$ cat src/rtl/sram_like_if.sv
// sram_like_if -- one SRAM-like bus (cpu_axi_interface style).
//
// The requester side drives req/wr/size/addr/wdata and sees addr_ok/data_ok/rdata.
//   master : the requester view of the bus (drives the request fields)
//   slave  : the responder view of the bus (drives addr_ok/data_ok/rdata)
//
// Signals
//   req      1   request, held until addr_ok
//   wr       1   write flag
//   size     2   access size
//   addr     32  byte address
//   wdata    32  write data
//   addr_ok  1   address accepted (handshake when req && addr_ok)
//   data_ok  1   response valid, responses return in issue order
//   rdata    32  read data
interface sram_like_if;
  logic        req;
  logic        wr;
  logic [1:0]  size;
  logic [31:0] addr;
  logic [31:0] wdata;
  logic        addr_ok;
  logic        data_ok;
  logic [31:0] rdata;

  modport master (
    output req, wr, size, addr, wdata,
    input  addr_ok, data_ok, rdata
  );

  modport slave (
    input  req, wr, size, addr, wdata,
    output addr_ok, data_ok, rdata
  );
endinterface

$ cat src/rtl/sram_like_arbiter.sv
// sram_like_arbiter -- shares one SRAM-like master port between an instruction
// requester and a data requester.
//
// A grant is registered (one cycle of arbitration latency) and held until the
// address handshake. Every accepted request pushes its owner onto an in-order
// tag FIFO; each m_data_ok pops the head tag and is routed back to that owner.
//
// Parameters
//   MAX_OUTSTANDING  accepted-but-unanswered requests tracked (power of 2, >= 2)
//
// Ports
//   clk     clock
//   rstn    asynchronous reset, active low
//   i_bus   slave  : instruction requester
//   d_bus   slave  : data requester
//   m_bus   master : shared downstream port
//
// Configuration
//   SRAM_ARB_RR_EN  defined   : round-robin, priority flips after every handshake
//                   undefined : fixed priority, data wins ties
module sram_like_arbiter #(
  parameter int MAX_OUTSTANDING = 4
) (
  input logic        clk,
  input logic        rstn,
  sram_like_if.slave  i_bus,
  sram_like_if.slave  d_bus,
  sram_like_if.master m_bus
);

  localparam int PTR_W = $clog2(MAX_OUTSTANDING);
  localparam logic [PTR_W:0] FULL_CNT  = (PTR_W + 1)'(MAX_OUTSTANDING);
  localparam logic [PTR_W:0] LAST_SLOT = (PTR_W + 1)'(MAX_OUTSTANDING - 1);

  typedef enum logic [1:0] {
    IDLE  = 2'd0,
    GNT_I = 2'd1,
    GNT_D = 2'd2
  } state_t;

  state_t           state_reg, state_next;
  logic [PTR_W-1:0] head_reg, tail_reg;
  logic [PTR_W:0]   count_reg, count_next;
  // Owner tag per FIFO slot: 1 = data requester, 0 = instruction requester.
  logic             tag_reg [MAX_OUTSTANDING];

  logic push, push_tag, pop, head_tag, full;
  logic prio_d;   // 1: data wins a tie

  // Pick the next owner. Returning IDLE means nobody is asking.
  function automatic state_t pick_winner(input logic ireq, input logic dreq,
                                         input logic pd);
    state_t w;
    w = IDLE;
    if (ireq && dreq) w = pd ? GNT_D : GNT_I;
    else if (dreq)    w = GNT_D;
    else if (ireq)    w = GNT_I;
    return w;
  endfunction

`ifdef SRAM_ARB_RR_EN
  logic prio_reg, prio_next;

  // After a handshake the side that was just served loses priority.
  always_comb begin
    prio_next = prio_reg;
    if (push) prio_next = (state_reg == GNT_I);
  end

  always_ff @(posedge clk or negedge rstn) begin
    if (!rstn) prio_reg <= 1'b1;
    else       prio_reg <= prio_next;
  end

  assign prio_d = prio_reg;
`else
  assign prio_d = 1'b1;
`endif

  assign full     = (count_reg == FULL_CNT);
  assign pop      = m_bus.data_ok && (count_reg != '0);
  assign head_tag = tag_reg[head_reg];

  // Responses are routed combinationally from the head tag. A data_ok with
  // nothing outstanding is a slave protocol error and is swallowed.
  assign i_bus.data_ok = pop && !head_tag;
  assign d_bus.data_ok = pop &&  head_tag;
  assign i_bus.rdata   = m_bus.rdata;
  assign d_bus.rdata   = m_bus.rdata;

  always_comb begin
    state_next    = state_reg;
    m_bus.req     = 1'b0;
    m_bus.wr      = 1'b0;
    m_bus.size    = 2'd0;
    m_bus.addr    = 32'd0;
    m_bus.wdata   = 32'd0;
    i_bus.addr_ok = 1'b0;
    d_bus.addr_ok = 1'b0;
    push          = 1'b0;
    push_tag      = 1'b0;

    case (state_reg)
      IDLE: begin
        if (!full) state_next = pick_winner(i_bus.req, d_bus.req, prio_d);
      end

      GNT_I: begin
        m_bus.req     = i_bus.req;
        m_bus.wr      = i_bus.wr;
        m_bus.size    = i_bus.size;
        m_bus.addr    = i_bus.addr;
        m_bus.wdata   = i_bus.wdata;
        push          = i_bus.req && m_bus.addr_ok;
        push_tag      = 1'b0;
        i_bus.addr_ok = push;
        // The owner's req in the handshake cycle belongs to the request being
        // accepted, so only the other side can claim the back-to-back slot.
        // The decision ignores a same-cycle pop: freed space is used next cycle.
        if (push) begin
          state_next = (count_reg == LAST_SLOT) ? IDLE
                                                : pick_winner(1'b0, d_bus.req, prio_d);
        end
      end

      GNT_D: begin
        m_bus.req     = d_bus.req;
        m_bus.wr      = d_bus.wr;
        m_bus.size    = d_bus.size;
        m_bus.addr    = d_bus.addr;
        m_bus.wdata   = d_bus.wdata;
        push          = d_bus.req && m_bus.addr_ok;
        push_tag      = 1'b1;
        d_bus.addr_ok = push;
        if (push) begin
          state_next = (count_reg == LAST_SLOT) ? IDLE
                                                : pick_winner(i_bus.req, 1'b0, prio_d);
        end
      end

      default: state_next = IDLE;
    endcase
  end

  always_comb begin
    count_next = count_reg;
    case ({push, pop})
      2'b10:   count_next = count_reg + 1'b1;
      2'b01:   count_next = count_reg - 1'b1;
      default: count_next = count_reg;
    endcase
  end

  always_ff @(posedge clk or negedge rstn) begin
    if (!rstn) begin
      state_reg <= IDLE;
      head_reg  <= '0;
      tail_reg  <= '0;
      count_reg <= '0;
    end else begin
      state_reg <= state_next;
      count_reg <= count_next;
      if (push) tail_reg <= tail_reg + 1'b1;
      if (pop)  head_reg <= head_reg + 1'b1;
    end
  end

  // Tag storage is read combinationally from the head, so it lives in flops.
  generate
    for (genvar gi = 0; gi < MAX_OUTSTANDING; gi++) begin : g_tag
      always_ff @(posedge clk or negedge rstn) begin
        if (!rstn)                                   tag_reg[gi] <= 1'b0;
        else if (push && (tail_reg == PTR_W'(gi)))   tag_reg[gi] <= push_tag;
      end
    end
  endgenerate

endmodule
$ cat src/flat_wrapper.sv
// flat-port wrapper written by rule: the top's interface ports become plain ports
module sram_like_arbiter_flat 
#(
  parameter int MAX_OUTSTANDING = 4
)
  (clk, rstn, i_bus_req, i_bus_wr, i_bus_size, i_bus_addr, i_bus_wdata, i_bus_addr_ok, i_bus_data_ok, i_bus_rdata, d_bus_req, d_bus_wr, d_bus_size, d_bus_addr, d_bus_wdata, d_bus_addr_ok, d_bus_data_ok, d_bus_rdata, m_bus_req, m_bus_wr, m_bus_size, m_bus_addr, m_bus_wdata, m_bus_addr_ok, m_bus_data_ok, m_bus_rdata);
  sram_like_if i_bus_i ();
  sram_like_if d_bus_i ();
  sram_like_if m_bus_i ();
  input logic clk;
  input logic rstn;
  input wire logic [$bits(i_bus_i.req)-1:0] i_bus_req;
  input wire logic [$bits(i_bus_i.wr)-1:0] i_bus_wr;
  input wire logic [$bits(i_bus_i.size)-1:0] i_bus_size;
  input wire logic [$bits(i_bus_i.addr)-1:0] i_bus_addr;
  input wire logic [$bits(i_bus_i.wdata)-1:0] i_bus_wdata;
  output wire logic [$bits(i_bus_i.addr_ok)-1:0] i_bus_addr_ok;
  output wire logic [$bits(i_bus_i.data_ok)-1:0] i_bus_data_ok;
  output wire logic [$bits(i_bus_i.rdata)-1:0] i_bus_rdata;
  input wire logic [$bits(d_bus_i.req)-1:0] d_bus_req;
  input wire logic [$bits(d_bus_i.wr)-1:0] d_bus_wr;
  input wire logic [$bits(d_bus_i.size)-1:0] d_bus_size;
  input wire logic [$bits(d_bus_i.addr)-1:0] d_bus_addr;
  input wire logic [$bits(d_bus_i.wdata)-1:0] d_bus_wdata;
  output wire logic [$bits(d_bus_i.addr_ok)-1:0] d_bus_addr_ok;
  output wire logic [$bits(d_bus_i.data_ok)-1:0] d_bus_data_ok;
  output wire logic [$bits(d_bus_i.rdata)-1:0] d_bus_rdata;
  output wire logic [$bits(m_bus_i.req)-1:0] m_bus_req;
  output wire logic [$bits(m_bus_i.wr)-1:0] m_bus_wr;
  output wire logic [$bits(m_bus_i.size)-1:0] m_bus_size;
  output wire logic [$bits(m_bus_i.addr)-1:0] m_bus_addr;
  output wire logic [$bits(m_bus_i.wdata)-1:0] m_bus_wdata;
  input wire logic [$bits(m_bus_i.addr_ok)-1:0] m_bus_addr_ok;
  input wire logic [$bits(m_bus_i.data_ok)-1:0] m_bus_data_ok;
  input wire logic [$bits(m_bus_i.rdata)-1:0] m_bus_rdata;
  assign i_bus_i.req = i_bus_req;
  assign i_bus_i.wr = i_bus_wr;
  assign i_bus_i.size = i_bus_size;
  assign i_bus_i.addr = i_bus_addr;
  assign i_bus_i.wdata = i_bus_wdata;
  assign i_bus_addr_ok = i_bus_i.addr_ok;
  assign i_bus_data_ok = i_bus_i.data_ok;
  assign i_bus_rdata = i_bus_i.rdata;
  assign d_bus_i.req = d_bus_req;
  assign d_bus_i.wr = d_bus_wr;
  assign d_bus_i.size = d_bus_size;
  assign d_bus_i.addr = d_bus_addr;
  assign d_bus_i.wdata = d_bus_wdata;
  assign d_bus_addr_ok = d_bus_i.addr_ok;
  assign d_bus_data_ok = d_bus_i.data_ok;
  assign d_bus_rdata = d_bus_i.rdata;
  assign m_bus_req = m_bus_i.req;
  assign m_bus_wr = m_bus_i.wr;
  assign m_bus_size = m_bus_i.size;
  assign m_bus_addr = m_bus_i.addr;
  assign m_bus_wdata = m_bus_i.wdata;
  assign m_bus_i.addr_ok = m_bus_addr_ok;
  assign m_bus_i.data_ok = m_bus_data_ok;
  assign m_bus_i.rdata = m_bus_rdata;
  sram_like_arbiter #(.MAX_OUTSTANDING(MAX_OUTSTANDING)) u_core (.clk(clk), .rstn(rstn), .i_bus(i_bus_i), .d_bus(d_bus_i), .m_bus(m_bus_i));
endmodule
$ cat config.mk
export PLATFORM = sky130hd
export DESIGN_NAME = sram_like_arbiter_flat
export DESIGN_NICKNAME = d
export VERILOG_FILES = /design/src/rtl/sram_like_if.sv /design/src/rtl/sram_like_arbiter.sv /design/src/flat_wrapper.sv
export SDC_FILE = /design/constraint.sdc
export NUM_CORES = 1
export LEC_CHECK = 0
export BUFFER_PORTS_ARGS = -buffer_cell sky130_fd_sc_hd__buf_2
export CAP_MARGIN = 10
export CORE_AREA = 2 2 120 122
export DETAILED_ROUTE_END_ITERATION = 16
export DIE_AREA = 0 0 122 124
export SLEW_MARGIN = 10
export SYNTH_ARGS = -nofsm -noshare
export SYNTH_HDL_FRONTEND = slang
export SYNTH_SLANG_ARGS = --single-unit
$ cat constraint.sdc
create_clock -name clk -period 2.28 [get_ports clk]
set_input_delay 0.342 -clock clk [delete_from_list [all_inputs] [get_ports clk]]
set_output_delay 0.342 -clock clk [all_outputs]
set_load 0.005 [all_outputs]
### Yosys cells after proc, flatten, opt, wreduce, memory -nomap -nowiden

Index checks and enable logic that the tools add are counted.
Widths: inputs -> output; s select.

* $add $sub $neg: 4
* $mul: 0
* divide/modulo/power cells: 0
* magnitude comparators: 1
* equality and inequality tests: 12
* shifts and indexed selects: 0
* muxes and demuxes: 23
* bitwise gates (word level): 1
* reduce and logical (&&, ||, !) cells: 16

Operators by type and width (count)
* $pmux 32 s2: 2
* $mux 2: 7
* $logic_and 1x1->1: 10
* $eq 2x2->1 const B: 4
* $mux 1: 7
* $eq 2x1->1 const B: 3
* $pmux 1 s2: 3
* $pmux 2 s3: 1
* $pmux 3 s2: 1
* $add 2x1->2 const B: 2
* $logic_not 2->1: 2
* $ne 2x1->1 const B: 2
* $pmux 2 s2: 1
* $add 3x1->3 const B: 1
* $eq 3x2->1 const B: 1
* $eq 3x3->1 const B: 1
* $ge 3x3->1 const B: 1
* $not 2->3: 1
* $reduce_and 3->1: 1
* $reduce_bool 3->1: 1
* $sub 3x1->3 const B: 1
* $bmux 1 s2: 1
* $ne 2x2->1 const B: 1
* $reduce_bool 2->1: 1
* $logic_not 1->1: 1

* bits in registers: 13
* latch bits: 0
* RAM bits: 0
* memory bits (read-only): 0
* bits of input ports: 172
* output and inout port bits: 136
* memories kept: 0

### Logic depth before layout (Yosys ltp)

* word-level depth: 6
* depth in mapped cells: 11
* depth with buffers taken out: 10

### Worst setup path before layout

OpenSTA, ideal clock, no wires.

* path type: register -> register
* start: reg u_core.state_reg[1]
* end: reg u_core.count_reg[2]
* library setup time: 79 ps
* arrival time: 2057 ps
* data required time: 2201 ps
* slack: 143 ps
* stages on the path, launching flop included: 12
* period minus slack after synthesis: 2137 ps
* cell sequence: dfrtp_1 -> inv_1 -> ha_1 -> clkbuf_8 -> a22oi_2 -> nand3b_4 -> ha_1 -> inv_1 -> fa_1 -> xor2_1 -> nor2_1 -> xor2_1

* cells in the longest elaborated chain, start to end: 4

Ends and longest elaborated chain
* start, declared: RTL line sram_like_arbiter.sv:41 `state_t state_reg, state_next;`
* start signal, assigned: RTL line sram_like_arbiter.sv:161 `state_reg <= state_next;`
* $eq 2x2->1 or $eq 2x1->1 (tied branches): RTL line sram_like_arbiter.sv:103 `case (state_reg)`
* $pmux 1 s2 (*): RTL line sram_like_arbiter.sv:103
* $eq 2x1->1 or $eq 2x2->1 (tied branches): RTL line sram_like_arbiter.sv:147 `case ({push, pop})`
* $pmux 3 s2 or $reduce_bool 2->1 (tied branches)
* end signal, assigned: RTL line sram_like_arbiter.sv:162 `count_reg <= count_next;`
* end, declared: RTL line sram_like_arbiter.sv:43 `logic [PTR_W:0] count_reg, count_next;`

Mark *: on every way between the ends. The rest lies on a longest branch, timed or not.
A chain may end at the register's enable or synchronous reset.

### Final worst setup path

* start: reg u_core.state_reg[0]
* end: reg u_core.count_reg[2]

Same word-level chain as after synthesis.

==> impl_summary.log <==
INFO  metric synth_top_area_share = 0.211
INFO  metric rsz0062_at_grt = false
INFO  metric globalRoute.totalOverflow = 0
INFO  metric ys_top_cells_by_area = a22oi_1 21%, buf_4 21%, nor2b_1 18%
INFO  metric syn_area_per_cell = 8.09 um2
INFO  metric cts.sink_count = 13
INFO  metric numPortBuffers = 211
INFO  metric relSlewSlack = 0.778
INFO  metric synth-seq-cells = 13
INFO  metric grt_first_pass_wirelength = 13400 um
INFO  metric yosysTopAreaCell = a22oi_1
INFO  metric synthesis.area = 2380 um2
INFO  metric fillCellCount = 1542
INFO  metric fin_skew = 0.892 ps
INFO  metric die_w = 122 um
INFO  metric timing.critical_path.to_type = flop
INFO  metric cts_tree = built
INFO  metric groute.layer.met1.usage = 0.144
INFO  metric place_hpwl = 7990 um
INFO  metric pin_count_of_the_biggest_net_entering_global_routing = 75
INFO  metric r2r.worst_path.cells = 10
INFO  metric synthCells = 294
INFO  metric initial_antenna_violation_count = 0
INFO  metric globalRouteMet3Util = 0.0220
INFO  metric power-per-cell-area = 990 nW/um2
INFO  metric finish.net_count = 610
INFO  metric critPathRequiredTime = 2440 ps
INFO  metric first_global_vias = 2369
INFO  metric clk_pin_slew_worst_paths = 50 ps
INFO  metric maxSlewViolCount = 0
INFO  metric yosysWarnings = 0
INFO  metric wl = 9940 um
INFO  metric post-route-period-util = 0.945
INFO  metric grt_most_used_layer = met2
INFO  metric initial_utilization = 0.173
INFO  metric sequential_cell_area = 325 um2
INFO  metric timing.setup.tns = 0 ps
INFO  metric cp-start-kind = flop
INFO  metric setup_violations = 0
INFO  metric synthToLayoutAreaGrowth = 36.1%
INFO  metric h-tree-depth = 1
INFO  metric ios = 308
INFO  metric groute.layer.met2.usage = 0.209
INFO  metric mappedNetlistNets = 476
INFO  metric power.ir.vdd_worst = 652 uV
INFO  metric vias_per_cell = 4.22
INFO  metric die_area = 15100 um2
INFO  metric route.detailed.drc = 0
INFO  metric timing_hold_violations_final = 0
INFO  metric core.rowCount = 43
INFO  metric post_detailed_route_wirelength_per_cell = 16.4 um
INFO  metric ant_nets = 0
INFO  metric routed-via-count = 2561
INFO  metric timing.hold.worst_path_depth = 1
INFO  metric crit_path_max_incr_delay = 390 ps
INFO  metric ys_dominant_reg_cell = dfrtp_1
INFO  metric synth_cell_count_leaders = 68 x nor2b_1, 67 x a22oi_1, 66 x buf_4, 13 x dfrtp_1, 12 x clkbuf_1
INFO  metric cts.path.max_buffers = 2
INFO  metric chipHeight = 124 um
INFO  metric criticalPathCategory = flop to flop
INFO  metric timing.rr.start = u_core.state_reg[0]
INFO  metric timing.fmax = 0.464 GHz
INFO  metric post_synth_num_cell_types = 29
INFO  metric post-route-min-period = 2150 ps
INFO  metric hp-start = u_core.head_reg[1]
INFO  metric async_flop_share = 1.00
INFO  metric min_path_type = flop to flop
INFO  metric result_of_the_run = finished clean
INFO  metric path_cells = inv_1 > ha_2 > a22oi_2 > nand3b_4 > ha_2 > inv_1 > fa_1 > xor2_1 > nor2_1 > xor2_1
INFO  metric drt_iter0_drc = 144
INFO  metric largest_register_ffs = 4
INFO  metric finalNonFillerCells = 607
INFO  metric power_leakage = 0.00163 uW
INFO  metric clock_latency = 240 ps
INFO  metric final_layout_size_suffix_gt1_frac = 0.555
INFO  metric max_cap_viol_count = 0
INFO  metric critPathArrivalTime = 2310 ps
INFO  metric core-area = 13700 um2
INFO  metric top_fanout_value_on_the_critical_path = 4
INFO  metric post-place-cells = 601
INFO  metric place.gp.congestion = 0.771
INFO  metric multiInputGateArea = 1430 um2
INFO  metric drt_pass_1_iters = 4
INFO  metric groute.usage.overall = 0.114
INFO  metric yosysSeqAreaShare = 0.137
INFO  metric worst_pin_slew = 333 ps
INFO  metric synth_edf_count = 0
INFO  metric critical_path.slowest_cell = dfrtp_1
INFO  metric critical_path_launch_point = u_core.state_reg[0]
INFO  metric cts-buffers-inserted = 3
INFO  metric number_of_inserted_diodes = 0
INFO  metric synthMostInstantiatedCell = nor2b_1
INFO  metric cts-root-buf = clkbuf_16
area by class of cell:
| type | instances | area share |
|---|---|---|
| multi-input combinational | 184 | 0.441 |
| tap | 180 | 0.0696 |
| clock buffer | 3 | 0.0232 |
| clock inverter | 1 | 0.00155 |
| sequential | 13 | 0.100 |
| timing repair buffer | 218 | 0.355 |
| inverter | 8 | 0.00927 |
critical path, delay by kind of cell (launching register included):
family	cells	cell delay [ps]
adders and majority gates	3	780
DFF	1	390
xor gates and xnor gates	2	310
and+or+nand+nor	2	280
AOI/OAI and AO/OA	1	180
buffers and inverters	2	140
logic make-up after synthesis:
| group | count (synthesis) | share of synthesized area |
|---|---|---|
| buf+inv | 97 | 0.267 |
| simple gates | 87 | 0.241 |
| compound gates | 72 | 0.230 |
| flops | 13 | 0.137 |
| fa+ha+maj | 10 | 0.0558 |
| mux | 9 | 0.0468 |
| xor+xnor | 6 | 0.0221 |
path summary, 6_finish.rpt:
| path | to | slack, ps |
|---|---|---|
| min in group asynchronous | u_core.count_reg[0] | 520 |
| hold reg to reg | u_core.head_reg[1] | 490 |
| setup reg to reg | u_core.count_reg[2] | 130 |
| max in group asynchronous | u_core.tag_reg[1] | 1520 |
| setup / recovery | u_core.count_reg[2] | 130 |
| hold / removal | u_core.head_reg[1] | 490 |
routing by layer:
layer / routed length (um) / part of all wire
met1: 3860 / 0.39
met2: 5210 / 0.52
met3: 857 / 0.086
met4: 13 / 0.0013
met5: 0 / 0
metrics by stage:
step           setup WS [ps]  instance area (um2)  utilization  hold slack (ps)  power [uW]
6_report                 126                 3240        0.236              490        3210
5_1_grt                 5.30                 3240        0.236              522        3520
4_1_cts                 80.3                 3230        0.235              490        3250
3_5_place_dp             107                 3140        0.229              254        2900
3_3_place_gp             184                 3140        0.229              250        2890
2_1_floorplan            143                 2380            -             46.4        2110
where the power goes:
part	switching [uW]	internal [uW]	total [uW]
clock network	96.5	233	330
logic	1220	1220	2440
registers	94.2	337	432
layout by cell type (no fill, tap or decap), types with 2 or more instances in the layout:
master,n
buf_2,211
nor2b_1,68
a22oi_1,67
dfrtp_1,13
inv_1,8
mux2_2,7
ha_1,5
xnor2_1,4
nand4b_1,4
ha_2,4
nand3b_1,3
nand2_1,3
clkbuf_16,3
buf_4,3
buf_12,3
and3_1,2
nor2_1,2
o21ai_0,2
xor2_1,2
what timing repair did:
| action | in CTS | in global routing |
|---|---|---|
| resized for setup | 0 | 1 |
| endpoints found under the hold margin | 13 | 0 |
| buffers inserted | 0 | 1 |
| endpoints found under the setup margin | 0 | 1 |
| hold buffers | 1 | 0 |
Power figures use the tool's default switching activity.
